### src/rtl/speed_meter.sv
// Receive-side decoder for the 16-clock speed pulse train: recovers the frame
// period and high time between rising edges, and flags a line without edges.
module speed_meter #(
    parameter int CNT_W   = 6,
    parameter int TIMEOUT = 48
) (
    input  logic             clk,
    input  logic             rst,
    input  logic             speed_in,
    output logic [CNT_W-1:0] period,
    output logic [CNT_W-1:0] duty,
    output logic             valid,
    output logic             stalled,
    output logic [1:0]       dbg_state
);

    // valid is a one-cycle strobe with no ready: period/duty change only in
    // the cycle valid is high and hold their values until the next strobe.

    typedef enum logic [1:0] {
        ST_WAIT  = 2'd0,
        ST_RUN   = 2'd1,
        ST_STALL = 2'd2
    } state_t;

    localparam logic [CNT_W-1:0] LIMIT    = CNT_W'(TIMEOUT);
    localparam logic [CNT_W-1:0] ALL_ONES = {CNT_W{1'b1}};
    localparam logic [CNT_W-1:0] ONE      = {{(CNT_W-1){1'b0}}, 1'b1};

    state_t           r_state;
    state_t           w_state_d;
    logic             r_sync1;
    logic             r_sync2;
    logic             r_prev;
    logic [CNT_W-1:0] r_per_cnt;
    logic [CNT_W-1:0] r_hi_cnt;
    logic [CNT_W-1:0] r_period;
    logic [CNT_W-1:0] r_duty;
    logic             r_valid;

    logic             w_s_q;
    logic             w_rise;
    logic             w_at_limit;
    logic             w_report;
    logic             w_stall_evt;

    assign w_s_q      = r_sync2;
    assign w_rise     = r_sync2 & ~r_prev;
    assign w_at_limit = (r_per_cnt == LIMIT);

    // Two-flop synchronizer plus one delay stage for edge detection.
    always_ff @(posedge clk or posedge rst) begin
        if (rst) begin
            r_sync1 <= 1'b0;
            r_sync2 <= 1'b0;
            r_prev  <= 1'b0;
        end else begin
            r_sync1 <= speed_in;
            r_sync2 <= r_sync1;
            r_prev  <= r_sync2;
        end
    end

    always_ff @(posedge clk or posedge rst) begin
        if (rst) begin
            r_state <= ST_WAIT;
        end else begin
            r_state <= w_state_d;
        end
    end

    // ST_WAIT: no reference edge yet; ST_RUN: armed; ST_STALL: line timed out.
    always_comb begin
        w_state_d   = r_state;
        w_report    = 1'b0;
        w_stall_evt = 1'b0;
        if (w_rise) begin
            w_state_d = ST_RUN;
            w_report  = (r_state == ST_RUN);
        end else if (w_at_limit) begin
            w_state_d   = ST_STALL;
            w_stall_evt = (r_state != ST_STALL);
        end
    end

    always_ff @(posedge clk or posedge rst) begin
        if (rst) begin
            r_per_cnt <= '0;
            r_hi_cnt  <= '0;
        end else if (w_rise) begin
            r_per_cnt <= ONE;
            r_hi_cnt  <= ONE;
        end else if (!w_at_limit) begin
            r_per_cnt <= r_per_cnt + ONE;
            if (w_s_q && (r_hi_cnt != ALL_ONES)) begin
                r_hi_cnt <= r_hi_cnt + ONE;
            end
        end
    end

    // A stall reports once, with duty showing the level the line is stuck at.
    always_ff @(posedge clk or posedge rst) begin
        if (rst) begin
            r_period <= '0;
            r_duty   <= '0;
            r_valid  <= 1'b0;
        end else begin
            r_valid <= 1'b0;
            if (w_report) begin
                r_period <= r_per_cnt;
                r_duty   <= r_hi_cnt;
                r_valid  <= 1'b1;
            end else if (w_stall_evt) begin
                r_period <= '0;
                r_duty   <= w_s_q ? ALL_ONES : '0;
                r_valid  <= 1'b1;
            end
        end
    end

    assign period    = r_period;
    assign duty      = r_duty;
    assign valid     = r_valid;
    assign stalled   = (r_state == ST_STALL);
    assign dbg_state = r_state;

endmodule

### config.mk
export PLATFORM = sky130hd
export DESIGN_NAME = speed_meter
export DESIGN_NICKNAME = d
export VERILOG_FILES = /design/src/rtl/speed_meter.sv
export SDC_FILE = /design/constraint.sdc
export NUM_CORES = 1
export LEC_CHECK = 0
export BUFFER_PORTS_ARGS = -buffer_cell sky130_fd_sc_hd__buf_2
export CAP_MARGIN = 25
export CORE_MARGIN = 1
export CORE_UTILIZATION = 55
export DETAILED_ROUTE_END_ITERATION = 6
export PLACE_DENSITY = 0.82
export SETUP_SLACK_MARGIN = 0.05
export SKIP_LAST_GASP = 1
export SLEW_MARGIN = 20
export SYNTH_ARGS = -nofsm -noshare
export SYNTH_HDL_FRONTEND = slang
export SYNTH_SLANG_ARGS = --single-unit
export TNS_END_PERCENT = 1
### constraint.sdc
create_clock -name clk -period 3.7 [get_ports clk]
set_input_delay 0.37 -clock clk [delete_from_list [all_inputs] [get_ports clk]]
set_output_delay 0.37 -clock clk [all_outputs]
set_load 0.02 [all_outputs]
**After elaboration in Yosys (flattened, before gate mapping)**

Cells that the tools add are included.

- Mux-type cells: 17
- Reduce and logical (&&, ||, !) cells: 5
- Add/sub/neg operators: 2
- Equal/unequal tests: 6
- Bitwise logic cells: 2

Operators by type and width:

| cell | count |
|---|---|
| $mux W6 | 10 |
| $add A6 B1 Y6 const B | 2 |
| $eq A6 B6 Y1 const B | 1 |
| $ne A6 B6 Y1 const B | 1 |
| $reduce_bool A2 Y1 | 3 |
| $mux W1 | 5 |
| $mux W2 | 2 |
| $ne A2 B2 Y1 const B | 2 |
| $eq A2 B1 Y1 const B | 1 |
| $eq A2 B2 Y1 const B | 1 |
| $reduce_and A2 Y1 | 1 |
| $and A1 B1 Y1 | 1 |
| $logic_and A1 B1 Y1 | 1 |
| $not A1 Y1 | 1 |

- Bits in registers: 30
- Word-level logic and storage cells: 41
- Output and inout bits: 16
- Input port bits: 3

**Longest topological paths before layout**

- Depth in word-level cells: 5
- Gate-level depth with buffers: 7
- Mapped depth without buffers: 6

**Least setup slack after synthesis**

No wires, ideal clock.

- Kind: register -> register
- Start: register r_hi_cnt[0]
- End: register r_hi_cnt[1]
- Path buffers: 1
- Required time: 3.631 ns
- Clock period less this slack: 1.586 ns
- Path slack: 2.114 ns
- Arrival: 1.518 ns
- Setup time: 0.069 ns
- Stages on the path, launching flop included: 7
- Path through: dfrtp_1 ha_1 and3_1 and3_1 clkbuf_1 or3_1 nand3_1

- Word-level cells in the longest chain between the ends: 4
- Elaborated cells on any way between the ends: 8
- Those cells by class: 1 x add/sub; 1 x eq/ne; 3 x mux; 3 x reduce/logical

RTL lines:

| item | line | text |
|---|---|---|
| start, declared | 36 | `logic [CNT_W-1:0] r_hi_cnt;` |
| start signal, assigned | 96 | `r_hi_cnt <= r_hi_cnt + ONE;` |
| $add A6 B1 Y6 / $ne A6 B6 Y1 (equally long branches) | 96, 95 |  |
| $mux W6 / $logic_and A1 B1 Y1 (equally long branches) | 95 | `if (w_s_q && (r_hi_cnt != ALL_ONES)) begin` |
| $mux W6 / $reduce_bool A2 Y1 (equally long branches) | - |  |
| $mux W6 / $reduce_and A2 Y1 (equally long branches) | - |  |

Parallel ways exist; a longest one is shown, timed or not. The select of a mux whose other input is x is not followed.
A chain may end at the register's enable or synchronous reset.

**Worst setup path in the final report**

- Start: register r_per_cnt[0]
- End: register r_duty[1], in the netlist duty[1]

- Word-level cells in the longest chain between the ends: 4

RTL lines:

| item | line | text |
|---|---|---|
| start, declared | 35 | `logic [CNT_W-1:0] r_per_cnt;` |
| start signal, assigned | 94 | `r_per_cnt <= r_per_cnt + ONE;` |
| $eq A6 B6 Y1 | 49 | `assign w_at_limit = (r_per_cnt == LIMIT);` |
| $mux W1 | 80 | `end else if (w_at_limit) begin` |
| $mux W1 | 77 | `if (w_rise) begin` |
| $reduce_bool A2 Y1 (no source line) | - |  |
| end signal, assigned | 111 | `r_duty <= r_hi_cnt;` |
| end signal, assigned | 115 | `r_duty <= w_s_q ? ALL_ONES : '0;` |
| end, declared | 38 | `logic [CNT_W-1:0] r_duty;` |

Every way passes these cells.

==> summary.md <==
| Metric | Value |
|---|---|
| Status | completed |
| Crit-path max FO | 13 |
| Total power | 0.841 mW |
| Root Driver | clkbuf_4 |
| Post-synth EDFFs | 0 |
| Synth Area in Simple Gates | roughly 16% |
| Final Max Slew Viols | 0 |
| Via count of the first global-routing pass | a little over 1000 |
| Worst slew pin tran | around 0.80 ns |
| Layout cells sized above 1 | 20.9% |
| Post-DP HPWL | 1.97 mm |
| Commonest non-fill, non-tap cell in the layout | dfrtp_1 |
| GRT Total Usage | 23.7% |
| Drt wl/cell | 14.5 µm |
| Clk slew on worst S/H paths | 0.10 ns |
| Die height | approximately 52 µm |
| Die width | 52.4 µm |
| Peak supply drop | 0.411 mV |
| Final hold vios | 0 |
| Final instance area | around 1600 µm² |
| Antenna diode count | 0 |
| Post-Syn Instances | 132 |
| CP Capture Type | flop |
| Synth Area in Compound Gates | 18.6% |
| Final GP Congestion | 0.817 |
| Endpoints failing setup | 0 |
| Global-route wire length before repair | 4.48 mm |
| P&R area growth vs syn | 13.0% |
| Prevailing post-synth register cell | dfrtp_1 |
| Largest net degree at the start of global routing | 18 |
| HP Class | in -> async |
| Via count | about 1100 |
| RSZ-0062 raised after global routing | false |
| Post-synthesis cell area | 1400 µm² |
| DRT Pass-1 Iters | 6 |
| Crit start category | flop |
| Post-route non-filler standard cell count | around 180 |
| Synth Area in Adders | under 10% |
| H-tree depth | 2 |
| P per Cell Area | about 530 nW/µm² |
| CTS tree | done |
| Pre-CTS setup slack | 1.52 ns |
| Worst Skew | 0.0115 ns |
| I/O Buffers | 18 |
| Die Area | around 2700 µm² |
| Max Root-Sink Buffers | 2 |
| Relative slew slack | 46.4% |
| Post-DP Area | approximately 1500 µm² |
| Post-Synth XOR/XNOR Area | 3.14% |
| Post-synthesis net count | 138 |
| Worst path required time | just under 4 ns |
| Postcts setup bufs | 0 |
| Final worst slack | ~1.5 ns |
| Setup TNS Final | 0 ns |
| CP Class | reg -> reg |
| Max cap viols | 0 |
| Num rows | 17 |
| CTS resizes | 0 |
| Fin crit share | 60.4% |
| Fmax | 447 MHz |
| Critical Path AT | 2.47 ns |
| Io pins | 19 |
| DR iter-0 viols | 24 |
| Ys async rst share | 100% |
| DRT Wirelength | approximately 2.6 mm |
| Synth warn | 0 |
| Unique masters post-synth | 34 |
| Placed cell count | 173 |
| Worst-Skew Late Latency | 0.33 ns |
| Fillcell total | 160 |
| Clock Sinks | 30 |
| DRC Markers | 0 |
| Seq/Total Area, Yosys | around 54% |
| Min cycle time layout | 2.24 ns |
| Grt ovf | 0 |
| Initial antenna violation count | 0 |
| Main combinational cell family by area after synthesis | compound AO/OA/AOI/OAI gates |
| Final #Nets | roughly 160 |
| LEAKAGE | 0.825 nW |
| Drt via density | between 5 and 6 |
| TritonCTS Buffers | 5 |
| Syn_area_per_cell | 10.6 µm² |
| Core box area | 2300 µm² |
| Initial core utilization | between 60% and 70% |
| #FFs+latches synth | 30 |
| DRT antenna net count | 0 |
| Mux cell area share after synthesis | 0% |
| CTS Hold Bufs | 0 |
| Most frequent cells in the layout | dfrtp_1 (30), buf_2 (18), inv_1 (14) |
layout make-up:
class / count / area (µm²) / area share (%)
flip-flops and latches: 30 / 751 / 47.6
clock buffers: 6 / 51.3 / 3.25
well taps: 28 / 35.0 / 2.22
multi-input cells: 82 / 558 / 35.4
repair buffers: 19 / 118 / 7.45
inverters: 14 / 52.6 / 3.33
clock inverters: 2 / 12.5 / 0.793
state kept, by name (all words and copies together), names as in the netlist:
register   count
valid          1
dbg_state      2
r_sync2        1
period         6
r_per_cnt      6
r_prev         1
r_sync1        1
duty           6
r_hi_cnt       6
metrics by stage:
| stage | utilization (%) | hold WS (ns) |
|---|---|---|
| after detailed placement | 65.9 | 0.338 |
| final | 68.7 | 0.0859 |
| after global routing | 68.7 | 0.105 |
| after floorplan | - | 0.331 |
| after CTS | 68.7 | 0.0983 |
| after global placement | 64.7 | 0.340 |
synth_stat cells, types with 2 or more instances:
cell,count,area (µm²)
dfrtp_1,30,751
inv_1,14,52.6
nand2_1,9,33.8
nor2_1,7,26.3
a211oi_1,6,45.0
a22o_1,6,52.6
o22ai_1,6,37.5
and3_1,5,31.3
nand3_1,5,25.0
a21oi_1,4,20.0
buf_2,4,20.0
a31oi_1,3,18.8
ha_1,3,37.5
nor3_1,3,15.0
o31ai_1,3,22.5
xnor2_1,3,26.3
o21ai_0,2,10.0
or2_1,2,12.5
xor2_1,2,17.5
power by group:
group | switching (mW) | internal [mW] | total [mW] | leakage, nW
clock network | 0.112 | 0.0912 | 0.203 | 0.0343
registers | 0.0655 | 0.385 | 0.450 | 0.377
logic | 0.106 | 0.0821 | 0.188 | 0.414
total | 0.283 | 0.558 | 0.841 | 0.825
routing by layer:
metal  GRT usage, %  routed length [µm]
met5              0                   0
met1           28.2                1200
met4           11.8                  50
met3           10.4                 129
met2           36.1                1250
logic make-up (layout without fill, tap and decap cells):
logic type,count (synthesis),in the layout
adders and majority gates,3,3
buffers and inverters,20,41
xor gates and xnor gates,5,5
DFF,30,30
AOI/OAI and AO/OA,36,36
and+or+nand+nor,38,38
worst max-delay path, stage by stage, from the launching register on:
cell and delay, ns:
dfrtp_1 0.42, inv_1 0.12, ha_1 0.20, nand4b_4 0.11, nor2_1 0.63, a21oi_1 0.34, a211oi_1 0.33
worst paths after layout:
path	from	to	slack, ns	depth (start not counted)
worst max-delay path	r_per_cnt[0]	duty[1]	1.46	6
worst min-delay path	rst	duty[2]	0.09	2
worst max register to register	r_per_cnt[0]	duty[1]	1.46	6
worst min register to register	r_sync1	r_sync2	0.36	0
max in group asynchronous	rst	dbg_state[0]	3.12	3
min in group clk	speed_in	r_sync1	0.15	1
Power figures use the tool's default switching activity.
